$ cat src/rtl/serial_adder_ctrl.sv
// Bit-serial adder: one full adder walks a WIDTH-bit operand pair LSB first,
// one bit per clock, with a registered carry and a one-cycle done pulse.

module fa_dataflow (
  input  logic x,
  input  logic y,
  input  logic cin,
  output logic s,
  output logic cout
);
  assign s    = x ^ y ^ cin;
  assign cout = (x & y) | (cin & (x ^ y));
endmodule

module serial_adder_ctrl #(
  parameter int WIDTH = 8
) (
  input  logic             clk,
  input  logic             rst,
  input  logic             start,
  input  logic [WIDTH-1:0] a,
  input  logic [WIDTH-1:0] b,
  input  logic             cin,
  output logic             busy,
  output logic             done,
  output logic [WIDTH-1:0] sum,
  output logic             cout
);

  localparam int CW = $clog2(WIDTH + 1);

  localparam logic [1:0] S_IDLE = 2'd0;
  localparam logic [1:0] S_RUN  = 2'd1;
  localparam logic [1:0] S_DONE = 2'd2;

  logic [1:0]       state_q, state_d;
  logic [WIDTH-1:0] sa_q, sa_d;
  logic [WIDTH-1:0] sb_q, sb_d;
  logic [WIDTH-1:0] ps_q, ps_d;
  logic [WIDTH-1:0] sum_q, sum_d;
  logic             cr_q, cr_d;
  logic             cout_q, cout_d;
  logic [CW-1:0]    cnt_q, cnt_d;

  logic             fa_s, fa_c;
  logic             last_bit;
  logic [WIDTH-1:0] ps_shift;

  fa_dataflow u_fa (
    .x    (sa_q[0]),
    .y    (sb_q[0]),
    .cin  (cr_q),
    .s    (fa_s),
    .cout (fa_c)
  );

  // Each new sum bit enters at the MSB; after WIDTH shifts bit 0 lands at the LSB.
  generate
    if (WIDTH == 1) begin : g_ps1
      assign ps_shift = fa_s;
    end else begin : g_psn
      assign ps_shift = {fa_s, ps_q[WIDTH-1:1]};
    end
  endgenerate

  assign last_bit = (cnt_q == CW'(WIDTH - 1));

  always_comb begin
    state_d = state_q;
    sa_d    = sa_q;
    sb_d    = sb_q;
    ps_d    = ps_q;
    cr_d    = cr_q;
    cnt_d   = cnt_q;
    sum_d   = sum_q;
    cout_d  = cout_q;
    case (state_q)
      S_IDLE: begin
        if (start) begin
          state_d = S_RUN;
          sa_d    = a;
          sb_d    = b;
          cr_d    = cin;
          ps_d    = '0;
          cnt_d   = '0;
        end
      end
      S_RUN: begin
        sa_d  = sa_q >> 1;
        sb_d  = sb_q >> 1;
        ps_d  = ps_shift;
        cr_d  = fa_c;
        cnt_d = cnt_q + 1'b1;
        // The result registers load only here, so partial shifts never show on sum.
        if (last_bit) begin
          state_d = S_DONE;
          sum_d   = ps_shift;
          cout_d  = fa_c;
        end
      end
      S_DONE:  state_d = S_IDLE;
      default: state_d = S_IDLE;
    endcase
  end

  always_ff @(posedge clk or posedge rst) begin
    if (rst) begin
      state_q <= S_IDLE;
      sa_q    <= '0;
      sb_q    <= '0;
      ps_q    <= '0;
      cr_q    <= 1'b0;
      cnt_q   <= '0;
      sum_q   <= '0;
      cout_q  <= 1'b0;
    end else begin
      state_q <= state_d;
      sa_q    <= sa_d;
      sb_q    <= sb_d;
      ps_q    <= ps_d;
      cr_q    <= cr_d;
      cnt_q   <= cnt_d;
      sum_q   <= sum_d;
      cout_q  <= cout_d;
    end
  end

  assign busy = (state_q == S_RUN);
  assign done = (state_q == S_DONE);
  assign sum  = sum_q;
  assign cout = cout_q;

endmodule
$ cat config.mk
export PLATFORM = sky130hd
export DESIGN_NAME = serial_adder_ctrl
export DESIGN_NICKNAME = d
export VERILOG_FILES = /design/src/rtl/serial_adder_ctrl.sv
export SDC_FILE = /design/constraint.sdc
export NUM_CORES = 1
export LEC_CHECK = 0
export BUFFER_PORTS_ARGS = -buffer_cell sky130_fd_sc_hd__buf_2
export CAP_MARGIN = 10
export CORE_MARGIN = 10
export CORE_UTILIZATION = 58
export CTS_CLUSTER_DIAMETER = 60
export CTS_CLUSTER_SIZE = 40
export DETAILED_ROUTE_END_ITERATION = 12
export GPL_TIMING_DRIVEN = 0
export HOLD_SLACK_MARGIN = 0.06
export PLACE_DENSITY = 0.84
export SYNTH_ARGS = -nofsm -noshare
export SYNTH_HDL_FRONTEND = slang
export SYNTH_SLANG_ARGS = --single-unit
$ cat constraint.sdc
create_clock -name clk -period 4.2 [get_ports clk]
set_input_delay 0.84 -clock clk [delete_from_list [all_inputs] [get_ports clk]]
set_output_delay 0.84 -clock clk [all_outputs]
set_load 0.02 [all_outputs]
==> summary.md <==
| Metric | Value |
|---|---|
| RSZ-0062 raised after global routing | `false` |
| Synth Register Bits | `39` |
| Worst path top cell family by delay | `buffers and inverters` |
| Seq pwr share | `0.458` |
| Fin crit period | `2.697 ns` |
| Syn nets | `177` |
| Combinational power share | `0.403` |
| CP arrival | `1.86 ns` |
| CP endpoint kind | `primary output` |
| Crit share post-route | `0.6421` |
| Distinct cells, synth | `21` |
| Kind of critical path | `reg2out` |
| First-pass GRT wire length | `6154 µm` |
| Critical Path RT | `3.36 ns` |
| DR iter-0 viols | `111` |
| Worst-Skew Late Latency | `0.34 ns` |
| Inserted Diodes | `0` |
| Root buf cell | `clkbuf_4` |
| Crit path largest cell delay | `0.53 ns` |
| Cell Area, Synth | `1725 µm²` |
| Hpwl dp | `2713 µm` |
| Die Ht | `74.54 µm` |
| Area grow syn2layout | `14.79%` |
| CP cell instances | `clkbuf_1 -> clkbuf_1 -> nor2b_1 -> buf_2` |
| LEAKAGE | `0.9969 nW` |
| DR DRC count | `0` |
| Num CTS Buffers | `5` |
| Final setup vio count | `0` |
| Status | `complete, no violations` |
| Clock Skew | `0.003950 ns` |
| PD cells | `707.0 nW/µm²` |
| Ports | `31` |
| CTS sink cnt | `39` |
| Syn_area_per_cell | `11.13 µm²` |
| Drt pass-1 iters | `4` |
| CTS Hold Bufs | `0` |
| Final Hold Fails | `0` |
| Critical Path Stages | `4` |
| CTS H-Tree Depth | `2` |
| Routed len/inst | `16.61 µm` |
| Die width | `74.54 µm` |
| Switch share | `0.3890` |
| IO Port Bufs | `29` |
| # Post-CTS Setup Buffers | `0` |
| R2R depth | `3` |
| CP Launch Type | `flip-flop` |
| Critical-path maximum fanout | `10` |
| Hold Crit Class | `reg2reg` |
| YS warnings | `0` |
| Hold_ws | `0.4983 ns` |
| WHS Path Cells | `2` |
| Clock Power Share | `0.139` |
| Largest net degree at the start of global routing | `26` |
| Tot GR Track Use | `0.1425` |
| Post-Synthesis Cells | `155` |
| Pint | `0.8557 mW` |
| CP most frequent cell | `clkbuf_1` |
| CORE AREA | `2805 µm²` |
| Cts repair resizes | `0` |
| CTS Buffer Depth | `2` |
| Initial antenna violation count | `0` |
| Area of the multi-input gates | `700.7 µm²` |
| Max cap viols | `0` |
| P_sw | `0.5447 mW` |
| Antenna-violating nets left | `0` |
| Nets | `214` |
| CTS tree | `yes` |
| Share of cells above drive strength 1 | `0.2708` |
| Site row count | `19` |
| Setup TNS | `0 ns` |
| Die area | `5556 µm²` |
| F_max | `0.3708 GHz` |
| Global route overflow | `0` |
| Slowest-stage cell, CP | `dfrtp_1` |
| Post-synthesis sequential area ratio | `0.5656` |
| Fillcell total | `217` |
| Power Total | `1.400 mW` |
| Starting Density | `0.6151` |
| CP bufs+invs | `3` |
| Vias in the first global route | `1311` |
| Drt total wl | `3703 µm` |
| Maximum VDD drop | `0.4004 mV` |
| Sequential cell area | `975.9 µm²` |
| Slew Limit Headroom | `0.3909` |
| Clock transition at path regs | `0.11 ns` |
| Worst Tran Pin Value | `0.9126 ns` |
| Routability congestion estimate | `0.7393` |
| Vias | `1318` |
| Via density | `5.910` |
| Final Max Slew Viols | `0` |
-- cells in the final DEF, fill, tap and decap left out --
cell type / instances
clkinv_2: 1
o31ai_1: 1
nor2_1: 2
and3b_1: 13
fa_1: 1
o21ai_0: 18
nand2_1: 17
nand3_1: 1
buf_2: 32
a21oi_1: 18
inv_1: 2
dfrtp_1: 39
nor2b_1: 6
a22o_1: 9
mux2_2: 10
clkbuf_8: 1
and2_1: 1
clkbuf_4: 5
nand2b_2: 1
nor3_4: 1
a22oi_1: 3
ha_1: 1
o21bai_1: 1
buf_8: 1
clkbuf_1: 7
-- worst min-delay path: stages, from the launching register on --
cell	delay, ns
dfrtp_1	0.36
nand2_1	0.05
o21ai_0	0.06
-- synthesized netlist by cell type --
cell / number / area, µm²
dfrtp_1: 39 / 975.9
a21oi_1: 18 / 90.09
o21ai_0: 18 / 90.09
nand2_1: 17 / 63.81
and3b_1: 13 / 113.9
mux2_2: 10 / 112.6
a22o_1: 9 / 78.83
clkbuf_1: 7 / 26.28
nor2b_1: 6 / 37.54
a22oi_1: 3 / 22.52
buf_2: 3 / 15.01
inv_1: 2 / 7.510
nor2_1: 2 / 7.510
and2_1: 1 / 6.260
fa_1: 1 / 20.02
ha_1: 1 / 12.51
nand2b_2: 1 / 8.760
nand3_1: 1 / 5.000
nor3_4: 1 / 16.27
o21bai_1: 1 / 7.510
o31ai_1: 1 / 7.510
-- state kept, by name (all words and copies together) (netlist names) --
register and count:
state_q 2, sum 8, cr_q 1, ps_q 7, cout 1, sb_q 8, sa_q 8, cnt_q 4
-- final timing paths --
check | startpoint | endpoint | slack [ns]
setup reg to reg | state_q[0]$_DFFE_PP0P_ | sum[3]$_DFFE_PP0P_ | 2.52
hold / removal | sb_q[5]$_DFFE_PP0P_ | sb_q[5]$_DFFE_PP0P_ | 0.50
min in group asynchronous | rst | sum[6]$_DFFE_PP0P_ | 0.68
setup / recovery | state_q[0]$_DFFE_PP0P_ | done | 1.50
hold reg to reg | sb_q[5]$_DFFE_PP0P_ | sb_q[5]$_DFFE_PP0P_ | 0.50
max in group asynchronous | rst | sa_q[3]$_DFFE_PP0P_ | 2.92
-- area by class of cell --
class | instances | share of cell area
Sequential cell | 39 | 0.4927
Multi-Input combinational cell | 104 | 0.3538
Timing Repair Buffer | 30 | 0.08086
Clock buffer | 6 | 0.02590
Buffer | 10 | 0.02085
Tap cell | 31 | 0.01958
Inverter | 2 | 0.003790
Clock inverter | 1 | 0.002527
-- stage by stage --
stage          setup WS (ns)  instance area (µm²)    util  cells
6_report               1.503                 1981  0.7061    223
5_1_grt                1.303                 1981  0.7061    223
4_1_cts                1.484                 1981  0.7061    223
3_5_place_dp           1.905                 1924  0.6860    216
3_3_place_gp           1.887                 1909  0.6806    215
2_1_floorplan          2.247                 1725       -    155
-- power groups by stage --
| stage | clock network, mW | logic [mW] | registers (mW) |
|---|---|---|---|
| global placement | 0 | 0.541 | 0.634 |
| floorplan | 0 | 0.373 | 0.664 |
| detailed placement | 0 | 0.569 | 0.647 |
| global route | 0.217 | 0.627 | 0.660 |
| CTS | 0.197 | 0.571 | 0.639 |
| finish | 0.195 | 0.565 | 0.641 |
-- logic make-up after synthesis --
| logic type | synth area share |
|---|---|
| multiplexers | 0.06527 |
| flip-flops | 0.5656 |
| buffers and inverters | 0.02828 |
| adder cells (fa/ha/maj) | 0.01885 |
| AO/OA/AOI/OAI | 0.1719 |
| AND/OR/NAND/NOR | 0.1501 |
-- metal layers --
layer	vias up	track usage	routed length [µm]
met5	-	0	0
met2	38	0.2267	1828
met3	5	0.05585	247
met4	0	0.03782	34
li1	625	-	-
met1	650	0.1768	1592
(Power assumes the default switching activity.)
